<file path="src/rtl/perf_event_counters.sv">
// Bank of NUM_EVENTS free-running event counters with freeze-on-halt and a registered read port.
// Build option: define PERF_SATURATE_EN to make counters saturate at all-ones instead of wrapping.
module perf_event_counters #(
    parameter int NUM_EVENTS = 6,
    parameter int CNT_W      = 32,
    parameter int SEL_W      = 4
) (
    input  logic                  clk,
    input  logic                  rst,
    input  logic                  en,
    input  logic                  clr,
    input  logic [NUM_EVENTS-1:0] event_vld,
    input  logic                  halt,
    input  logic                  rd_req,
    input  logic [SEL_W-1:0]      rd_sel,
    output logic                  rd_ack,
    output logic [CNT_W-1:0]      rd_data,
    output logic [NUM_EVENTS-1:0] ovf,
    output logic                  frozen
);

    logic [CNT_W-1:0] cnt [NUM_EVENTS];
    logic [CNT_W-1:0] rd_mux;
    logic             cnt_en;

    assign cnt_en = en & ~frozen;

    // clr wins over events and halt; halt still lets this cycle's events count.
    always_ff @(posedge clk or posedge rst) begin
        if (rst) begin
            for (int i = 0; i < NUM_EVENTS; i++) begin
                cnt[i] <= '0;
            end
            ovf    <= '0;
            frozen <= 1'b0;
        end else if (clr) begin
            for (int i = 0; i < NUM_EVENTS; i++) begin
                cnt[i] <= '0;
            end
            ovf    <= '0;
            frozen <= 1'b0;
        end else begin
            for (int i = 0; i < NUM_EVENTS; i++) begin
                if (event_vld[i] && cnt_en) begin
                    if (cnt[i] == {CNT_W{1'b1}}) begin
                        ovf[i] <= 1'b1;
`ifndef PERF_SATURATE_EN
                        cnt[i] <= '0;
`endif
                    end else begin
                        cnt[i] <= cnt[i] + 1'b1;
                    end
                end
            end
            if (halt) begin
                frozen <= 1'b1;
            end
        end
    end

    // Out-of-range selects fall through to zero.
    always_comb begin
        rd_mux = '0;
        for (int i = 0; i < NUM_EVENTS; i++) begin
            if (rd_sel == SEL_W'(i)) begin
                rd_mux = cnt[i];
            end
        end
    end

    // Read handshake: rd_req sampled at edge N (no backpressure) yields a one-cycle rd_ack
    // after edge N with rd_data = counter value held before edge N; rd_data holds otherwise.
    always_ff @(posedge clk or posedge rst) begin
        if (rst) begin
            rd_ack  <= 1'b0;
            rd_data <= '0;
        end else begin
            rd_ack <= rd_req;
            if (rd_req) begin
                rd_data <= rd_mux;
            end
        end
    end

endmodule
</file>
<file path="config.mk">
export PLATFORM = sky130hd
export DESIGN_NAME = perf_event_counters
export DESIGN_NICKNAME = d
export VERILOG_FILES = /design/src/rtl/perf_event_counters.sv
export SDC_FILE = /design/constraint.sdc
export NUM_CORES = 1
export LEC_CHECK = 0
export ABC_AREA = 1
export CELL_PAD_IN_SITES_DETAIL_PLACEMENT = 1
export CELL_PAD_IN_SITES_GLOBAL_PLACEMENT = 1
export CORE_MARGIN = 2
export CORE_UTILIZATION = 23
export CTS_BUF_LIST = sky130_fd_sc_hd__clkbuf_16
export DETAILED_ROUTE_END_ITERATION = 8
export PLACE_DENSITY = 0.44
export SETUP_SLACK_MARGIN = 0.15
export SYNTH_ARGS = -nofsm -noshare
export SYNTH_HDL_FRONTEND = slang
export SYNTH_SLANG_ARGS = --single-unit
</file>
<file path="constraint.sdc">
create_clock -name clk -period 12.3 [get_ports clk]
set_input_delay 3.075 -clock clk [delete_from_list [all_inputs] [get_ports clk]]
set_output_delay 3.075 -clock clk [all_outputs]
set_load 0.03 [all_outputs]
</file>
# Word level (Yosys, flattened, before mapping)
# Index checks and enable logic that the tools add are counted.
# totals
reg_bits	232
latch_bits	0
ram_bits	0
romBits	0
inputBits	16
mem_count	0
# classes
addsub	6
multipliers	0
n_div	0
order_cmp	0
eq_ne	11
n_shift	0
muxes	34
n_bitwise	2
reduce_logical	26
# ops
cell	count
2-to-1 mux 32 bit	18
adder 32 x 1 -> 32 bit, second input constant	6
== test 32 bit, second input constant	6
2-to-1 mux 192 bit	1
nonzero test 2 bit	13
2-to-1 mux 1 bit	14
AND reduction 2 bit	6
== test 4 x 2 -> 1 bit, second input constant	2
== test 4 x 3 -> 1 bit, second input constant	2
logical AND 1 bit	6
2-to-1 mux 6 bit	1
== test 4 x 1 -> 1 bit, second input constant	1
zero test 4 bit	1
bitwise AND 1 bit	1
NOT 1 bit	1

# Logic depth before layout (Yosys ltp)
# logic_depth
word_depth	7
depth_mapped	11
ltp_nobuf	11

# Worst setup path after synthesis
# OpenSTA, ideal clock, no wires.
# synth_path
path_type	input to register
start	input port clr
end	register cnt[24] (netlist name)
setup_time_ns	0.080
t_arrival_ns	3.978
path_slack_ns	8.242
stages	8
path_buffers	3
cell_sequence	inv_2 > buf_4 > nand2_2 > buf_6 > nand2_2 > inv_2 > buf_6 > nor3_2
# synth_between
elab_chain_len	1
elab_cells_between_ends	2
classes_between	mux (1); reduce/logical (1)
# synth_rtl
item	line_no	rtl
from (decl)	11	input logic clr,
2-to-1 mux 192 bit or nonzero test 2 bit (tied branches)	n/a	
to (signal, indexed assignment)	51	cnt[i] <= cnt[i] + 1'b1;
to (decl)	22	logic [CNT_W-1:0] cnt [NUM_EVENTS];
# Several ways; a longest one is shown, not always the timed one.
# A chain may end at the register's enable or synchronous reset.

# Worst setup path after layout
# layout_path
start	input port rd_sel[2]
end	register rd_data[7]
# layout_between
elab_chain_len	7
elab_cells_between_ends	12
classes_between	eq/ne (5); mux (6); reduce/logical (1)
# layout_rtl
item	line_no	rtl
from (decl)	15	input logic [SEL_W-1:0] rd_sel,
zero test 4 bit	65	if (rd_sel == SEL_W'(i)) begin
2-to-1 mux 32 bit (5 in a row)	65	
2-to-1 mux 32 bit *	65	
to (signal assigned)	80	rd_data <= rd_mux;
to (decl)	17	output logic [CNT_W-1:0] rd_data,
# Mark *: on every way between the ends. The rest lies on a longest branch, timed or not.

==> metrics.md <==
| Metric | Value |
|---|---|
| Total nets after synthesis | `roughly 2,300` |
| Multi-input gate area | `8120 sq um` |
| Total die area | `68,700 sq um` |
| GRT met1 Usage | `28.3%` |
| Max-cap violations | `0` |
| Drt drc | `0` |
| Longest Clk Path Bufs | `3` |
| Fin. Hold Viols | `0` |
| Setup Skew | `~20 ps` |
| Grt met3 use | `under 10%` |
| Cts-stage hold buffer count | `0` |
| Starting Density | `23.3%` |
| VDD IR max | `0.0778 mV` |
| RSZ-0062 raised after global routing | `false` |
| Die width | `roughly 260 um` |
| Worst hold slack | `500 ps` |
| Global route overflow | `0` |
| Vias | `between 15,000 and 20,000` |
| Detailed-route wire length | `~70 mm` |
| Setup TNS | `0 ps` |
| Wire per inst | `approximately 22 um` |
| First-pass GRT wire length | `between 100 and 150 mm` |
| Sequential share of the synthesized area | `a little under two fifths` |
| Crit end category | `flop` |
| Final setup fails | `0` |
| PD cells | `approximately 110 nW/um^2` |
| Post-synthesis cell type count | `45` |
| DP HPWL | `~54 mm` |
| Initial drt markers | `around 750` |
| Place WS | `just over 6000 ps` |
| Antenna Cells | `0` |
| Total GRT Usage | `around a fifth` |
| Outcome | `finished clean` |
| Yosys warnings | `0` |
| Met2 GRT Util | `between 30% and 40%` |
| Post-layout net count | `between 2,000 and 2,500` |
| Mapped Cells | `around 2,300` |
| FMAX | `~180 MHz` |
| Clk pin slew, worst setup/hold paths | `~60 ps` |
| Vias in the first global route | `15,800` |
| PortBufs | `between 50 and 60` |
| FF+latch count, synth | `roughly 230` |
| Antenna violations before repair | `0` |
| Largest cells by area after synthesis | `dfrtp_1 38%, nand2_1 16%, nor2_1 10%` |
| Core ar. | `65,900 sq um` |
| Final Cycle Share | `~46%` |
| Startpoint class of the critical path | `primary input` |
| Largest net degree at the start of global routing | `~130` |
| Area grow syn2layout | `15.0%` |
| Slew HR | `between 30% and 40%` |
| Max Slew Vio Count | `0` |
| Data required, critical path | `about 13,000 ps` |
| Max stage delay cell, worst path | `nand3_1` |
| Syn avg cell area | `6.69 sq um` |
| Final worst slack | `6660 ps` |
| Final critical-path required period | `5640 ps` |
| Most Crowded Layer GR | `met2` |
| CP Data Arrival Time | `around 6100 ps` |
| Gpl congestion | `0.855` |
| Sequential Area | `between 5000 and 6000 sq um` |
| Post-CTS sizing | `0` |
| Kind of critical path | `primary input to flop` |
| Fill cells | `around 8,200` |
| Leakage | `approximately 7.2 nW` |
| Clk sinks | `232` |
| DR vias/cell | `between 4 and 5` |
| CTS Buf Count | `34` |
| Row Count | `94` |
| Post-route cell area | `17,600 sq um` |
| Clock root buffer | `clkbuf_16` |
| HP Class | `flop to flop` |
| Crit path max fanout | `22` |
| # IOs | `56` |
| DRT antenna net count | `0` |
| Critical Path Max Stage Delay | `800 ps` |
| Die height | `between 200 and 300 um` |
| Layout cells sized above 1 | `approximately 7%` |
| CTS tree | `built` |
| Post-Synthesis Cell Area | `roughly 15,000 sq um` |
| First drt pass iteration count | `5` |
| Clk_lat worst skew | `roughly 550 ps` |
| Cell taking the most area after synthesis | `dfrtp_1` |
| Top cell type's share of synthesized area | `between 30% and 40%` |
| Post-CTS Setup Inserts | `0` |
| CTS H-tree depth | `2` |
| Slew of the pin with the lowest slew margin | `~1000 ps` |
| Critical Path, Cell by Cell | `clkdlybuf4s50_1 -> nor2_4 -> nand3_1 -> inv_1 -> nand2_1 -> o211ai_1 -> nor2_1 -> nand3b_1 -> nand2_1 -> inv_1` |
| Post-DP Area | `~17,000 sq um` |
==> where the power goes <==
part	internal [mW]	total [mW]	switching [mW]
sequential	0.776	0.788	0.0121
combinational	0.0353	0.146	0.111
clock	0.533	0.938	0.405
total	1.34	1.87	0.528
==> cells in the final DEF (no fill, tap or decap), types with 4 or more instances in the layout <==
cell / n
nand2_1: 640
nor2_1: 420
inv_1: 261
dfrtp_1: 232
nand3_1: 165
o21ai_0: 98
nor3_1: 60
nand4_1: 59
a21oi_1: 55
clkdlybuf4s50_1: 53
o22ai_1: 44
xor2_1: 39
clkbuf_16: 35
nor2_2: 31
nand2_2: 28
o21bai_1: 15
inv_2: 14
nor2_4: 13
nand3_2: 7
xnor2_1: 7
clkinv_1: 6
nor3b_1: 6
nand2_4: 6
nor3_2: 6
ha_1: 6
a31oi_1: 5
nor4_1: 5
or2_2: 4
clkinv_2: 4
buf_4: 4
==> stage by stage <==
stage | total power, mW | instances | util (%)
after global routing | 1.95 | 3217 | 26.8
after floorplan | 0.892 | 2293 | -
final | 1.87 | 3217 | 26.8
after detailed placement | 0.952 | 3158 | 25.2
after global placement | 0.951 | 3158 | 25.2
after CTS | 1.91 | 3217 | 26.8
==> cell type report <==
| class | instances | share of cell area, % |
|---|---|---|
| multi-input cells | 1735 | 46.1 |
| flip-flops and latches | 232 | 32.9 |
| well taps | 864 | 6.13 |
| inverters | 267 | 5.80 |
| clock buffers | 35 | 4.97 |
| repair buffers | 60 | 3.35 |
| clock inverters | 24 | 0.717 |
==> synth_stat cells, drive strengths merged <==
cell / n
nand2: 674
nor2: 465
inv: 264
dfrtp: 232
nand3: 172
o21ai: 99
nor3: 68
nand4: 60
a21oi: 55
o22ai: 44
buf: 42
xor2: 39
clkbuf: 17
o21bai: 15
nor3b: 8
xnor2: 7
ha: 6
a31oi: 5
nor4: 5
or2: 4
clkinv: 3
and3: 2
nand3b: 2
o211ai: 2
and2: 1
mux2i: 1
o31ai: 1
==> worst paths after layout <==
kind	endpoint	start	depth (start not counted)	slack, ps
max in group asynchronous	cnt[122]	rst	3	7870
worst min-delay path	ovf[1]	ovf[1]	2	500
worst max-delay path	rd_data[7]	rd_sel[2]	10	6660
min in group asynchronous	cnt[33]	rst	2	3090
worst min register to register	ovf[1]	ovf[1]	2	500
worst max register to register	cnt[23]	frozen	8	9740
==> worst max-delay path, delay by kind of cell <==
kind / cells / cell delay [ps]
buf+inv: 3 / 1230
simple gates: 6 / 1610
compound gates: 1 / 190
==> metal layers <==
layer,vias to the layer above,wire length [um]
li1,7392,-
met1,7442,33600
met2,219,31700
met3,75,2490
met4,0,1850
met5,-,0
==> sequential cells by signal (all words and copies together), names as in the netlist <==
name	cells
rd_data	32
cnt	192
frozen	1
rd_ack	1
ovf	6
==> kinds of logic after synthesis <==
kind of cell,synth area share [%]
AOI/OAI and AO/OA,7.91
xor gates and xnor gates,2.63
adders and majority gates,0.490
buffers and inverters,9.14
DFF,37.9
muxes,0.0653
and+or+nand+nor,41.9
(Power assumes the default switching activity.)
